===== config.mk =====
export PLATFORM = sky130hd
export DESIGN_NAME = demux_tdm_canais_flat
export DESIGN_NICKNAME = d
export VERILOG_FILES = /design/src/rtl/demux_tdm_canais_pkg.sv /design/src/rtl/demux_tdm_canais_if.sv /design/src/rtl/demux_tdm_canais_contador.sv /design/src/rtl/demux_tdm_canais.sv /design/src/flat_wrapper.sv
export SDC_FILE = /design/constraint.sdc
export NUM_CORES = 1
export LEC_CHECK = 0
export CELL_PAD_IN_SITES_DETAIL_PLACEMENT = 0
export CELL_PAD_IN_SITES_GLOBAL_PLACEMENT = 1
export CORE_MARGIN = 2
export CORE_UTILIZATION = 34
export CTS_CLUSTER_DIAMETER = 30
export DETAILED_ROUTE_END_ITERATION = 7
export PLACE_DENSITY = 0.78
export RECOVER_POWER = 50
export SYNTH_ARGS = -nofsm -noshare
export SYNTH_HDL_FRONTEND = slang
export SYNTH_SLANG_ARGS = --single-unit

===== constraint.sdc =====
create_clock -name clk -period 2.2 [get_ports clk]
set_input_delay 0.33 -clock clk [delete_from_list [all_inputs] [get_ports clk]]
set_output_delay 0.33 -clock clk [all_outputs]
set_load 0.05 [all_outputs]

===== src/rtl/demux_tdm_canais_pkg.sv =====
// Shared definitions for the TDM channel demultiplexer: default sizing and FSM encoding.
package tdm_defs;

  localparam int N_CANAIS_DEF = 4;
  localparam int W_DEF        = 1;

  typedef enum logic {
    ST_SEARCH = 1'b0,
    ST_LOCKED = 1'b1
  } state_t;

endpackage


===== src/rtl/demux_tdm_canais_if.sv =====
// Bundle of the serial input link and the per-channel outputs of the TDM demultiplexer.
interface demux_tdm_canais_if
  import tdm_defs::*;
#(
  parameter int N_CANAIS = N_CANAIS_DEF,
  parameter int W        = W_DEF
);
  localparam int SEL_W = $clog2(N_CANAIS);

  logic                    in_valid;
  logic [W-1:0]            in_data;
  logic                    in_sync;
  logic [N_CANAIS*W-1:0]   ch_data;
  logic [N_CANAIS-1:0]     ch_valid;
  logic                    frame_done;
  logic [SEL_W-1:0]        sel_atual;
  logic                    locked;
  logic                    sync_err;

  modport master (
    output in_valid, in_data, in_sync,
    input  ch_data, ch_valid, frame_done, sel_atual, locked, sync_err
  );

  modport slave (
    input  in_valid, in_data, in_sync,
    output ch_data, ch_valid, frame_done, sel_atual, locked, sync_err
  );

endinterface


===== src/rtl/demux_tdm_canais_contador.sv =====
// Modulo-N slot counter with enable, synchronous load-to-1 for resync, and a last-slot flag.
module contador_slot #(
  parameter int unsigned N     = 4,
  parameter int unsigned SEL_W = $clog2(N)
) (
  input  logic             clk,
  input  logic             reset,
  input  logic             i_en,
  input  logic             i_clr1,
  output logic [SEL_W-1:0] o_cnt,
  output logic             o_wrap
);

  logic [SEL_W-1:0] r_cnt;
  logic             w_wrap;

  assign w_wrap = (r_cnt == SEL_W'(N - 1));

  always_ff @(posedge clk) begin
    if (reset) begin
      r_cnt <= '0;
    end else if (i_clr1) begin
      // A sync sample always lands in slot 0, so the next slot is 1.
      r_cnt <= SEL_W'(1);
    end else if (i_en) begin
      r_cnt <= w_wrap ? '0 : r_cnt + SEL_W'(1);
    end
  end

  assign o_cnt  = r_cnt;
  assign o_wrap = w_wrap;

endmodule


===== src/rtl/demux_tdm_canais.sv =====
// TDM receiver: locks a slot counter to the frame sync and routes each sample to its channel.
module demux_tdm_canais
  import tdm_defs::*;
#(
  parameter int N_CANAIS = N_CANAIS_DEF,
  parameter int W        = W_DEF
) (
  input  logic                clk,
  input  logic                reset,
  demux_tdm_canais_if.slave   bus
);

  localparam int SEL_W = $clog2(N_CANAIS);

  state_t                r_state;
  state_t                w_state_next;
  logic [N_CANAIS*W-1:0] r_ch_data;
  logic [N_CANAIS-1:0]   r_ch_valid;
  logic                  r_frame_done;
  logic                  r_sync_err;

  logic                  w_wr_en;
  logic [SEL_W-1:0]      w_wr_ch;
  logic                  w_cnt_en;
  logic                  w_cnt_clr1;
  logic                  w_sync_err;
  logic                  w_frame_done;
  logic [SEL_W-1:0]      w_cnt;
  logic                  w_wrap;

  contador_slot #(
    .N     (N_CANAIS),
    .SEL_W (SEL_W)
  ) u_contador (
    .clk    (clk),
    .reset  (reset),
    .i_en   (w_cnt_en),
    .i_clr1 (w_cnt_clr1),
    .o_cnt  (w_cnt),
    .o_wrap (w_wrap)
  );

  always_comb begin
    w_state_next = r_state;
    w_wr_en      = 1'b0;
    w_wr_ch      = '0;
    w_cnt_en     = 1'b0;
    w_cnt_clr1   = 1'b0;
    w_sync_err   = 1'b0;
    w_frame_done = 1'b0;
    unique case (r_state)
      ST_SEARCH: begin
        if (bus.in_valid && bus.in_sync) begin
          w_wr_en      = 1'b1;
          w_cnt_clr1   = 1'b1;
          w_state_next = ST_LOCKED;
        end
      end
      ST_LOCKED: begin
        if (bus.in_valid) begin
          w_wr_en = 1'b1;
          if (bus.in_sync) begin
            // Misplaced sync resyncs in place; the aborted frame gets no frame_done.
            w_cnt_clr1 = 1'b1;
            w_sync_err = (w_cnt != '0);
          end else begin
            w_wr_ch      = w_cnt;
            w_cnt_en     = 1'b1;
            w_frame_done = w_wrap;
          end
        end
      end
    endcase
  end

  always_ff @(posedge clk) begin
    if (reset) begin
      r_state      <= ST_SEARCH;
      r_ch_data    <= '0;
      r_ch_valid   <= '0;
      r_frame_done <= 1'b0;
      r_sync_err   <= 1'b0;
    end else begin
      r_state      <= w_state_next;
      r_ch_valid   <= '0;
      r_frame_done <= w_frame_done;
      r_sync_err   <= w_sync_err;
      if (w_wr_en) begin
        r_ch_data[w_wr_ch*W +: W] <= bus.in_data;
        r_ch_valid[w_wr_ch]       <= 1'b1;
      end
    end
  end

  assign bus.ch_data    = r_ch_data;
  assign bus.ch_valid   = r_ch_valid;
  assign bus.frame_done = r_frame_done;
  assign bus.sync_err   = r_sync_err;
  assign bus.locked     = (r_state == ST_LOCKED);
  assign bus.sel_atual  = w_cnt;

endmodule


===== src/flat_wrapper.sv =====
// flat-port wrapper written by rule: the top's interface ports become plain ports
module demux_tdm_canais_flat import tdm_defs::*;
#(
  parameter int N_CANAIS = N_CANAIS_DEF,
  parameter int W        = W_DEF
)
  (clk, reset, bus_in_valid, bus_in_data, bus_in_sync, bus_ch_data, bus_ch_valid, bus_frame_done, bus_sel_atual, bus_locked, bus_sync_err);
  demux_tdm_canais_if #(.N_CANAIS(N_CANAIS), .W(W)) bus_i ();
  input  logic clk;
  input  logic reset;
  input wire logic [$bits(bus_i.in_valid)-1:0] bus_in_valid;
  input wire logic [$bits(bus_i.in_data)-1:0] bus_in_data;
  input wire logic [$bits(bus_i.in_sync)-1:0] bus_in_sync;
  output wire logic [$bits(bus_i.ch_data)-1:0] bus_ch_data;
  output wire logic [$bits(bus_i.ch_valid)-1:0] bus_ch_valid;
  output wire logic [$bits(bus_i.frame_done)-1:0] bus_frame_done;
  output wire logic [$bits(bus_i.sel_atual)-1:0] bus_sel_atual;
  output wire logic [$bits(bus_i.locked)-1:0] bus_locked;
  output wire logic [$bits(bus_i.sync_err)-1:0] bus_sync_err;
  assign bus_i.in_valid = bus_in_valid;
  assign bus_i.in_data = bus_in_data;
  assign bus_i.in_sync = bus_in_sync;
  assign bus_ch_data = bus_i.ch_data;
  assign bus_ch_valid = bus_i.ch_valid;
  assign bus_frame_done = bus_i.frame_done;
  assign bus_sel_atual = bus_i.sel_atual;
  assign bus_locked = bus_i.locked;
  assign bus_sync_err = bus_i.sync_err;
  demux_tdm_canais #(.N_CANAIS(N_CANAIS), .W(W)) u_core (.clk(clk), .reset(reset), .bus(bus_i));
endmodule

### Word-level counts from Yosys, hierarchy flattened

Index checks and enable logic that the tools add are counted.

* add/sub/neg operators: 2
* order comparisons: 2
* eq/ne operators: 1
* shifts and indexed selects: 2
* multiplexer cells: 19
* bitwise operators: 4
* reductions and logical operators: 8

Operators with widths (number)
* 2-bit negation with 34-bit output: 1
* 1-bit by 34-bit variable shift with 4-bit output (first input constant): 1
* 1-bit by 34-bit indexed part select with 4-bit output: 1
* 1-bit two-way mux: 11
* 2-bit two-way mux: 4
* 4-bit OR reduction: 2
* 4-bit bitwise mux: 1
* 1-bit inverter: 4
* 1-bit case mux with 2 select lines: 2
* 2-bit nonzero test: 2
* 2-bit OR reduction: 2
* 2-bit by 3-bit < comparator with 1-bit output (second input constant): 1
* 2-bit by 1-bit adder with 2-bit output (second input constant): 1
* 1-bit demux with 2-bit select: 1
* 2-bit == test (second input constant): 1
* 2-bit by 1-bit >= comparator with 1-bit output (second input constant): 1
* 1-bit logical AND: 2

* flip-flop bits (word level): 13
* input port bits: 5
* logic and storage cells: 45

### Depth between registers and ports, before layout

* depth in word-level cells: 7
* mapped depth: 7
* depth with buffers taken out: 7

### Hierarchy

A second synthesis with hierarchy kept.

* cells, all modules: 63
* area, all modules: 663.1 um^2

Modules (own cells, without submodules)
* demux_tdm_canais: instances 1, cells each 54, area each 570.5 um^2
* contador_slot: instances 1, cells each 9, area each 92.6 um^2

### Worst setup path before layout

No wires, ideal clock.

* kind: register to register
* from: register u_core.r_state (netlist: u_core.bus.locked)
* to: register u_core.r_ch_data[2] (netlist: u_core.bus.ch_data[2])
* library setup time: 0.096 ns
* arrival: 1.888 ns
* data required time: 2.104 ns
* path slack: 0.216 ns
* cell stages (with the launch flop): 6
* clock period less this slack: 1.984 ns
* cell sequence: dfxtp_1 and3b_4 nand2_1 ha_1 nand4bb_1 o41ai_2

* cells in the longest elaborated chain, start to end: 4
* elaborated cells between the ends (all ways): 7
* those cells by class: add/sub (1); shift (2); mux (3); bitwise (1)

Ends and longest elaborated chain
* from (decl): RTL line demux_tdm_canais.sv:15 `state_t r_state;`
* from (signal assigned): RTL line demux_tdm_canais.sv:84 `r_state <= w_state_next;`
* 2-bit two-way mux: RTL line demux_tdm_canais.sv:51 `unique case (r_state)`
* 2-bit negation with 34-bit output: RTL line demux_tdm_canais.sv:89 `r_ch_data[w_wr_ch*W +: W] <= bus.in_data;`
* 1-bit by 34-bit indexed part select with 4-bit output or 1-bit by 34-bit variable shift with 4-bit output (tied branches): RTL line demux_tdm_canais.sv:89
* 4-bit bitwise mux: RTL line demux_tdm_canais.sv:89
* to (signal, indexed assignment): RTL line demux_tdm_canais.sv:89
* to (decl): RTL line demux_tdm_canais.sv:17 `logic [N_CANAIS*W-1:0] r_ch_data;`

Several ways; a longest one is shown, not always the timed one.
A chain may end at the register's enable or synchronous reset.

### Final worst setup path

* from: register u_core.u_contador.r_cnt[0] (netlist: u_core.u_contador.o_cnt[0])
* to: output port bus_sel_atual[0]

RTL lines
* from (decl): RTL line demux_tdm_canais_contador.sv:14 `logic [SEL_W-1:0] r_cnt;`
* from (signal assigned): RTL line demux_tdm_canais_contador.sv:26 `r_cnt <= w_wrap ? '0 : r_cnt + SEL_W'(1);`
* to (decl): RTL line flat_wrapper.sv:17 `output wire logic [$bits(bus_i.sel_atual)-1:0] bus_sel_atual;`

No word-level cell between the ends.

==> key figures <==
Clock tree
  • Hold buffers post-CTS: 0
  • Clock tree buffer depth: 2
  • Setup Buffers After CTS: 0
  • CTS Sinks: 13
  • Post-CTS sizing: 0
  • CTS tree: done
  • Htree depth: 1
  • Clk root buf: clkbuf_4
  • Cts bufs inserted: 3
  • Clock-pin slew on the worst setup and hold paths: 80 ps
  • Worst-skew pair later-pin latency: 280 ps

Finish
  • Layout cell share with drive strength beyond 1: 10.3%
  • Antenna cells: 0
  • Filler instances: 193
  • Post-layout nets: 102
  • Syn-to-layout area delta: 35.2%
  • Multi-input logic area: 374 sq um
  • Reg area: 260 sq um

Yosys
  • Syn Std Cell Area: 666 sq um
  • Post-synth EDFFs: 0
  • Post-synthesis sequential area ratio: 39.1%
  • Flops & latches, synth: 13
  • Ys Warns: 0
  • Post-synth net total: 78
  • Cell with the most instances after synthesis: dfxtp_1
  • Avg Inst Size Synth: 10.4 sq um
  • Post-synth top cells: dfxtp_1, ha_1, a21oi_1, inv_1
  • Area leader, netlist: dfxtp_1
  • Post-synth top area share: 39.1%
  • Synth unique cells: 28
  • Asr flop ratio synth: 0%
  • Synth Flop Type: dfxtp_1
  • Area contributors post-synth: dfxtp_1, ha_1, o41ai_2
  • Mapped Cells: 64

Die
  • Initial Utilization: 35.0%
  • Die Y: 48.2 microns
  • I/O pin count: 18
  • Die W: 48.2 microns
  • Core box area: 1900 sq um
  • Core Rows: 16
  • Full die area: 2330 sq um

Worst setup path
  • Cell family with most CP delay: buffers and inverters
  • Crit-path cells: clkdlybuf4s50_1
  • CP startpoint kind: register
  • Crit path kind: register to output port
  • Critical-path top delay cell: clkdlybuf4s50_1
  • Bufs and invs on worst path: 1
  • CP endpoint kind: output port
  • Worst Path Required: 1870 ps
  • WP data arrival: 1600 ps
  • CP max stage delay: 850 ps
  • Critical path peak fanout: 6

Placed design
  • HPWL after DPL: 924 microns
  • Input/output buffers: 17
  • Final GP Congestion: 0.727
  • Worst slack, placed: 88.0 ps

Timing
  • Fin crit period: 1930 ps
  • Tightest Pin Transition: 588 ps
  • Max frequency: 518 MHz
  • Final Hold Fails: 0
  • Relative slew slack: 60.4%
  • Unrepaired setup endpoints after global routing: no
  • Final WS setup: 271 ps
  • Final setup fails: 0
  • Setup TNS: 0 ps
  • Slew Limit Fails: 0
  • Final worst path period share: 87.7%
  • Clk_skew: 4.01 ps

Pwr
  • Comb pwr share: 13.8%
  • Switch share: 27.4%
  • Internal power: 0.000337 W
  • Power Density: 515 nW/um^2
  • Clk pwr share: 33.1%
  • Leak: 0.394 nW
  • Net Switching: 0.000127 W
  • Peak VDD IR: 234 uV
  • Total power: 0.000464 W
  • Part of the power in registers: 53.1%

Global route
  • Vias in the first global route: 434
  • Largest net degree at the start of global routing: 12
  • Antenna violations before repair: 0
  • Gr ovfl total: 0
  • GRT Total Usage: 12.4%
  • First-pass GRT wire length: 1.95 mm

Routing
  • Via count: 530
  • Avg WL per Cell: 11.0 microns
  • Via/cell ratio: 4.65
  • Final WL: 1.25 mm
  • Antenna viol nets, final: 0
  • Initial DRT Pass Iterations: 4
  • # DRC: 0
  • Initial drt markers: 5

Min path
  • Hold Path Class: register to register

Status
  • Status: completed

Job
  • Max_cap viols: 0
stage by stage:
stage	util (%)	instance area, sq um	hold WS (ps)	cells
after global placement	46.7	888	486	110
after CTS	48.1	915	509	114
after floorplan	-	666	471	64
after detailed placement	46.7	888	484	110
final	47.3	900	501	114
after global routing	47.3	900	529	114
worst reg2reg max path, stage by stage, from the launching register on:
cell and delay (ps):
dfxtp_1 450, and3b_4 270, nand2_1 120, ha_1 340, nand4bb_1 170, o41ai_2 300
power groups by stage:
stage,Clock (W),Combinational [W],Sequential (W)
2_1_floorplan,0,0.0000218,0.000269
3_3_place_gp,0,0.0000679,0.000252
3_5_place_dp,0,0.0000682,0.000252
4_1_cts,0.000156,0.0000682,0.000246
5_1_grt,0.000172,0.0000687,0.000247
6_report,0.000153,0.0000642,0.000246
final cells by class:
class | instances | share of cell area [%]
Inverter | 5 | 2.23
Timing Repair Buffer | 20 | 20.6
Multi-Input combinational cell | 45 | 41.6
Sequential cell | 13 | 28.9
Tap cell | 27 | 3.76
Clock buffer | 4 | 2.92
per-layer routing:
layer  share of wire (%)  global-route usage (%)  vias to the layer above  wire length (microns)
met1                  49                    18.3                      242                    611
met3                 3.2                    2.22                        2                     40
met2                  46                    16.1                       11                    581
met5                   0                       0                        -                      0
li1                    -                       -                      275                      -
met4                 1.5                    8.11                        0                     19
logic make-up (layout without fill, tap and decap cells):
kind of cell,after synthesis,after routing,share of synthesized area [%]
AND/OR/NAND/NOR,22,22,23.7
AO/OA/AOI/OAI,14,14,16.5
flip-flops,13,13,39.1
adder cells (fa/ha/maj),9,9,16.9
buffers and inverters,6,29,3.76
path summary, 6_finish.rpt:
kind                              start                     to  slack [ps]  cells past startpoint
max reg2reg           u_core.bus.locked  u_core.bus.ch_data[2]         460                      5
max          u_core.u_contador.o_cnt[0]       bus_sel_atual[0]         270                      1
min reg2reg       u_core.bus.ch_data[2]  u_core.bus.ch_data[2]         500                      2
min               u_core.bus.ch_data[2]  u_core.bus.ch_data[2]         500                      2
cell usage in the layout (no fill, tap or decap), types with 2 or more instances in the layout:
cell type / instances
dlygate4sd3_1: 5
nand2_1: 3
and2_0: 2
dfxtp_1: 13
o41ai_2: 2
a21oi_1: 4
o21ai_0: 2
nand2b_1: 2
nor2_1: 3
a41o_1: 2
nor4b_1: 2
ha_1: 9
clkbuf_1: 3
clkbuf_4: 3
inv_1: 4
clkdlybuf4s50_1: 12
state kept, by name (all words and copies together) (netlist names):
register / cells
u_core.u_contador.o_cnt: 2
u_core.bus.locked: 1
u_core.bus.ch_valid: 4
u_core.bus.frame_done: 1
u_core.bus.sync_err: 1
u_core.bus.ch_data: 4
Note: power is estimated with default switching activity, not from simulation.
